==> src/rtl/prm_scan_pkg.sv <==
// Shared types and helpers for the PRM edge scanner: FSM state encoding,
// default code width and the saturating counter step.
package prm_scan_pkg;

   typedef enum logic [1:0] {
      IDLE  = 2'd0,
      SCAN  = 2'd1,
      FLUSH = 2'd2,
      DONE  = 2'd3
   } scan_state_e;

   localparam int CODE_W_DEF = 15;

   // Counter widths up to 32 bits are carried through this 32-bit helper.
   function automatic logic [31:0] sat_inc(input logic [31:0] v, input logic [31:0] max_v);
      return (v >= max_v) ? max_v : v + 32'd1;
   endfunction

endpackage

==> src/rtl/prm_edge_scan_acc.sv <==
// Stage-valid flag plus NUM_EDGE-wide OR accumulator with synchronous clear.
// With PRM_EDGE_SCAN_EARLY_EXIT_EN it also reports when the next value is all ones.
module prm_edge_scan_acc #(
   parameter int NUM_EDGE = 256
) (
   input  logic                CLK,
   input  logic                RST,
   input  logic                clr,
   input  logic                load,
   input  logic [NUM_EDGE-1:0] mask,
   output logic [NUM_EDGE-1:0] acc
`ifdef PRM_EDGE_SCAN_EARLY_EXIT_EN
  ,output logic                full
`endif
);

   logic                vld_q, vld_d;
   logic [NUM_EDGE-1:0] acc_q, acc_d;
   logic [NUM_EDGE-1:0] acc_next;

   // The reply for the staged code is only meaningful while vld_q is set.
   always_comb begin
      acc_next = vld_q ? (acc_q | mask) : acc_q;
      acc_d    = clr ? '0 : acc_next;
      vld_d    = load;
   end

   always_ff @(posedge CLK) begin
      if (RST) begin
         vld_q <= 1'b0;
         acc_q <= '0;
      end else begin
         vld_q <= vld_d;
         acc_q <= acc_d;
      end
   end

   assign acc = acc_q;

`ifdef PRM_EDGE_SCAN_EARLY_EXIT_EN
   // Looks ahead through the pending reply so the very next code can be frozen.
   assign full = &acc_next;
`endif

endmodule

==> src/rtl/prm_edge_scan.sv <==
// PRM obstacle-check initiator: broadcasts obstacle codes, ORs edge replies into
// a collision bitmap. Optional early exit: PRM_EDGE_SCAN_EARLY_EXIT_EN.
module prm_edge_scan
   import prm_scan_pkg::*;
#(
   parameter int NUM_EDGE = 256,
   parameter int CODE_W   = CODE_W_DEF,
   parameter int CNT_W    = 16
) (
   input  logic                CLK,
   input  logic                RST,
   input  logic                obs_valid,
   output logic                obs_ready,
   input  logic [CODE_W-1:0]   obs_code,
   input  logic                obs_last,
   output logic [CODE_W-1:0]   chk_code,
   input  logic [NUM_EDGE-1:0] chk_mask,
   output logic                res_valid,
   input  logic                res_ready,
   output logic [NUM_EDGE-1:0] res_map,
   output logic [CNT_W-1:0]    res_count,
   output logic                busy
`ifdef PRM_EDGE_SCAN_EARLY_EXIT_EN
  ,output logic                saturated
`endif
);

   localparam logic [CNT_W-1:0] CNT_MAX = '1;

   scan_state_e       state_q, state_d;
   logic              obs_ready_q, obs_ready_d;
   logic              res_valid_q, res_valid_d;
   logic              busy_q, busy_d;
   logic [CODE_W-1:0] chk_code_q, chk_code_d;
   logic [CNT_W-1:0]  count_q, count_d;
   logic              accept, frame_start, freeze, load;

   assign accept      = obs_valid & obs_ready_q;
   assign frame_start = accept & (state_q == IDLE);
   assign load        = accept & ~freeze;

`ifdef PRM_EDGE_SCAN_EARLY_EXIT_EN
   logic acc_full;
   logic sat_q, sat_d;
   assign freeze = acc_full & (state_q == SCAN);
`else
   assign freeze = 1'b0;
`endif

   prm_edge_scan_acc #(.NUM_EDGE(NUM_EDGE)) u_acc (
      .CLK  (CLK),
      .RST  (RST),
      .clr  (frame_start),
      .load (load),
      .mask (chk_mask),
      .acc  (res_map)
`ifdef PRM_EDGE_SCAN_EARLY_EXIT_EN
     ,.full (acc_full)
`endif
   );

   always_comb begin
      state_d     = state_q;
      obs_ready_d = obs_ready_q;
      res_valid_d = res_valid_q;
      busy_d      = busy_q;
      count_d     = count_q;
      chk_code_d  = load ? obs_code : chk_code_q;
`ifdef PRM_EDGE_SCAN_EARLY_EXIT_EN
      sat_d       = sat_q;
`endif
      case (state_q)
         IDLE: begin
            if (accept) begin
               count_d = CNT_W'(1);
               busy_d  = 1'b1;
`ifdef PRM_EDGE_SCAN_EARLY_EXIT_EN
               sat_d   = 1'b0;
`endif
               state_d     = obs_last ? FLUSH : SCAN;
               obs_ready_d = ~obs_last;
            end
         end
         SCAN: begin
            if (accept) begin
               count_d = CNT_W'(sat_inc(32'(count_q), 32'(CNT_MAX)));
`ifdef PRM_EDGE_SCAN_EARLY_EXIT_EN
               if (freeze) sat_d = 1'b1;
`endif
               if (obs_last) begin
                  state_d     = FLUSH;
                  obs_ready_d = 1'b0;
               end
            end
         end
         FLUSH: begin
            state_d     = DONE;
            res_valid_d = 1'b1;
         end
         DONE: begin
            if (res_ready) begin
               state_d     = IDLE;
               res_valid_d = 1'b0;
               obs_ready_d = 1'b1;
               busy_d      = 1'b0;
            end
         end
         default: state_d = IDLE;
      endcase
   end

   always_ff @(posedge CLK) begin
      if (RST) begin
         state_q     <= IDLE;
         obs_ready_q <= 1'b1;
         res_valid_q <= 1'b0;
         busy_q      <= 1'b0;
         chk_code_q  <= '0;
         count_q     <= '0;
`ifdef PRM_EDGE_SCAN_EARLY_EXIT_EN
         sat_q       <= 1'b0;
`endif
      end else begin
         state_q     <= state_d;
         obs_ready_q <= obs_ready_d;
         res_valid_q <= res_valid_d;
         busy_q      <= busy_d;
         chk_code_q  <= chk_code_d;
         count_q     <= count_d;
`ifdef PRM_EDGE_SCAN_EARLY_EXIT_EN
         sat_q       <= sat_d;
`endif
      end
   end

   assign obs_ready = obs_ready_q;
   assign res_valid = res_valid_q;
   assign res_count = count_q;
   assign chk_code  = chk_code_q;
   // busy covers the accepting cycle itself, before any flop has moved.
   assign busy      = busy_q | frame_start;
`ifdef PRM_EDGE_SCAN_EARLY_EXIT_EN
   assign saturated = sat_q & res_valid_q;
`endif

   // Upstream must hold a stalled code and its last flag.
   obs_hold_a: assert property (@(posedge CLK) disable iff (RST)
      (obs_valid && !obs_ready_q) |=> (!obs_valid || ($stable(obs_code) && $stable(obs_last))));

endmodule

==> config.mk <==
export PLATFORM = sky130hd
export DESIGN_NAME = prm_edge_scan
export DESIGN_NICKNAME = d
export VERILOG_FILES = /design/src/rtl/prm_scan_pkg.sv /design/src/rtl/prm_edge_scan_acc.sv /design/src/rtl/prm_edge_scan.sv
export SDC_FILE = /design/constraint.sdc
export NUM_CORES = 1
export LEC_CHECK = 0
export ABC_AREA = 1
export CAP_MARGIN = 20
export CORE_AREA = 2 2 223 225
export DETAILED_ROUTE_END_ITERATION = 10
export DIE_AREA = 0 0 225 227
export PLACE_DENSITY = 0.46
export SYNTH_ARGS = -nofsm -noshare
export SYNTH_HDL_FRONTEND = slang
export SYNTH_SLANG_ARGS = --single-unit
export TNS_END_PERCENT = 100
==> constraint.sdc <==
create_clock -name CLK -period 1.41 [get_ports CLK]
set_clock_uncertainty 0.05 [all_clocks]
set_input_delay 0.282 -clock CLK [delete_from_list [all_inputs] [get_ports CLK]]
set_output_delay 0.282 -clock CLK [all_outputs]
set_load 0.05 [all_outputs]
==> results.cfg <==
[logic_synthesis]
synthesis.area_sq_um = 9640
ys_types = 32
synth_seq_cells = 293
yosysTopAreaCellShare_pct = 60.9
yosys.area.top_type = dfxtp_1
async_flop_share_pct = 0
seq_area_frac_synth_pct = 60.9
synth-edff-count = 0
synth_most_common_cell = nor2_1
synth_ff_type = dfxtp_1
syn_inst = 1094
yosysWarningCount = 0
syn_nets = 1376
syn_avg_cell_area_sq_um = 8.81
synth_area_leaders = dfxtp_1 (61%), a21oi_1 (14%), nor2_1 (12%), nand2_1 (2.3%), o21ai_0 (1.5%)
synth_commonest_cells = nor2_1 (297), dfxtp_1 (293), a21oi_1 (270)

[global_routing]
track_usage_pct = 16.7
grt_antenna_before_repair = 4
grt_overflow = 0
grt_pass1_vias = 10400
grt_pass1_wl_um = 64300
grt_max_degree = 48

[timing]
slew_headroom_pct = 81.2
tightest_slew_ps = 281
fin_ws_ps = -264
fin_crit_ps = 1670
setup_viol = 287
finalHoldViolCount = 0
fmax_ghz = 0.597
period_share_pct = 119
rsz0062_at_grt = true
slew_viol_final = 0

[critical_path]
path_common_cell = nand2_4
crit_buf_inv = 2
critPathTopFamily = flip-flops
crit_start = state_q[1]$_SDFFE_PP0P_
reg2reg_depth = 10
worstSetupPathType = flop to primary output
critPathCapture = busy
crit_chain = inv_2 -> ha_4 -> nand2_4 -> nand2_4 -> buf_12
crit_arrival_ps = 1340
r2r-start = state_q[1]$_SDFFE_PP0P_
r2r-end = u_acc.acc[219]$_SDFFE_PP0P_
ff2ff_setup_slack_ps = -200
slowest_delay_ps = 330
worstSetupEndpointType = primary output
required_ps = 1080
crit_path_start_kind = flop
path_depth = 5
crit_slowest_cell = dfxtp_2
worstPathMaxFanout = 2

[floorplan]
fp-row-count = 81
die-area_sq_um = 51100
num_io_pins = 566
initial_core_util_pct = 19.9
dieHeight_um = 227
coreArea_sq_um = 48500
die_width_um = 225

[status]
status = finished, violations left
violations = setup timing

[route]
drtPass1Iterations = 4
ant_nets = 0
highest_layer = met4
route.detailed.drc = 0
drt_iter0_markers = 312
wire_per_inst_um = 18.0
vias = 10100
wl_met1_um = 15900
dr_wl_met3_um = 3560
drt_wl_total_um = 43900
wl_met2_um = 23400
route.detailed.vias_per_inst = 4.16

[worst_hold_path]
min_path_type = input port to flop
min_from = chk_mask[234]

[clock_network]
cts_max_level = 2
cts_sinks = 293
cts_root_buf = clkbuf_16
clk_pin_slew_ps = 60
clockBufferDepth = 3
ctsHoldBuffers = 0
cts_tree = built
clock_latency_ps = 530
cts_buffers = 36

[pwr]
leakage_uw = 0.00877
peakVddDrop_uv = 891
cellPowerDensity_nw_per_um2 = 1460

[placement]
placed_cell_area_sq_um = 19500
portBuffers = 565
hpwl_um = 32200
place.gp.congestion = 0.794
place_ws_ps = -384

[layout]
stdcell_area_sq_um = 22500
area_growth_pct = 133
fillCellCount = 4503
final_nets = 2064
multi_input_area_sq_um = 3610
drive_above_1_share_pct = 46.2
seq_area_sq_um = 6220

[run]
maxCapViolCount = 0
==> cell families (layout without fill, tap and decap cells) <==
kind of cell | Yosys count | count (layout) | share of synthesized area, %
AOI/OAI and AO/OA | 307 | 307 | 16.2
xor gates and xnor gates | 7 | 7 | 0.636
adders and majority gates | 6 | 6 | 0.779
buffers and inverters | 92 | 806 | 5.17
DFF | 293 | 293 | 60.9
muxes | 1 | 1 | 0.104
other | 0 | 5 | 0
and+or+nand+nor | 388 | 389 | 16.3
==> layout by cell type (no fill, tap or decap), types with 6 or more instances in the layout <==
cell | netlist | layout
a21oi_1 | 270 | 266
a21oi_2 | 3 | 7
buf_12 | 0 | 327
buf_16 | 0 | 15
buf_4 | 18 | 64
buf_6 | 10 | 26
clkbuf_1 | 26 | 16
clkbuf_16 | 0 | 38
clkbuf_8 | 0 | 6
clkdlybuf4s50_1 | 0 | 275
dfxtp_1 | 293 | 43
dfxtp_2 | 0 | 233
dfxtp_4 | 0 | 17
inv_1 | 22 | 18
nand2_1 | 58 | 43
nand2_2 | 3 | 13
nand3_1 | 17 | 10
nand3_2 | 2 | 8
nor2_1 | 297 | 259
nor2_2 | 1 | 36
nor2_4 | 4 | 7
o21ai_0 | 29 | 23
==> sequential cells by signal, indices dropped and copies added, names as in the netlist <==
register,flops
busy_q,1
chk_code,15
obs_ready,1
res_count,16
res_valid,1
state_q,2
u_acc.acc,256
u_acc.vld_q,1
==> worst min path at each step <==
stage,end,slack [ps],cells after the start
floorplan,u_acc.acc[100]$_SDFFE_PP0P_,390,2
CTS,u_acc.acc[234]$_SDFFE_PP0P_,260,3
global placement,res_valid$_SDFFE_PP0P_,450,2
global route,u_acc.acc[104]$_SDFFE_PP0P_,300,3
finish,u_acc.acc[234]$_SDFFE_PP0P_,310,3
detailed placement,res_valid$_SDFFE_PP0P_,460,2
==> tightest hold or removal path, delay by kind of cell <==
kind	cells	cell delay (ps)
simple gates	1	50
compound gates	1	130
buf+inv	1	400
==> repair_timing <==
action / in CTS / in global routing
cloned: 17 / 0
pin swaps: 11 / 14
setup endpoints to repair: 492 / 369
buffers inserted: 51 / 9
resized for setup: 371 / 32
==> layer usage <==
layer  vias up  GRT usage, %
li1       5009             -
met1      4719          17.4
met2       338          31.2
met3        58          5.49
met4         0          5.73
met5         -             0
==> through the flow <==
step / TNS (ps) / std cells / hold slack (ps) / util [%] / power, uW
after floorplan: 0 / 1094 / 392 / - / 15300
after global placement: -87040 / 2292 / 450 / 40.1 / 21600
after detailed placement: -88820 / 2292 / 460 / 40.1 / 21700
after CTS: -48300 / 2423 / 257 / 45.8 / 32900
after global routing: -53490 / 2433 / 298 / 46.2 / 34100
final: -30870 / 2436 / 306 / 46.3 / 32700
==> final cells by class <==
type	count	area share (%)
Antenna cell	5	0.0557
Clock buffer	60	4.87
Clock inverter	5	0.256
Inverter	28	0.524
Multi-Input combinational cell	710	16.1
Sequential cell	293	27.7
Tap cell	622	3.47
Timing Repair Buffer	712	47.0
Timing Repair inverter	1	0.0334
==> report_power, final <==
| part | internal [uW] | total [uW] | switching [uW] | leakage, uW |
|---|---|---|---|---|
| sequential | 9400 | 10400 | 958 | 0.00250 |
| clock | 5470 | 9080 | 3610 | 0.000561 |
| combinational | 6760 | 13200 | 6490 | 0.00571 |
| total | 21600 | 32700 | 11100 | 0.00877 |
Power figures use the tool's default switching activity.
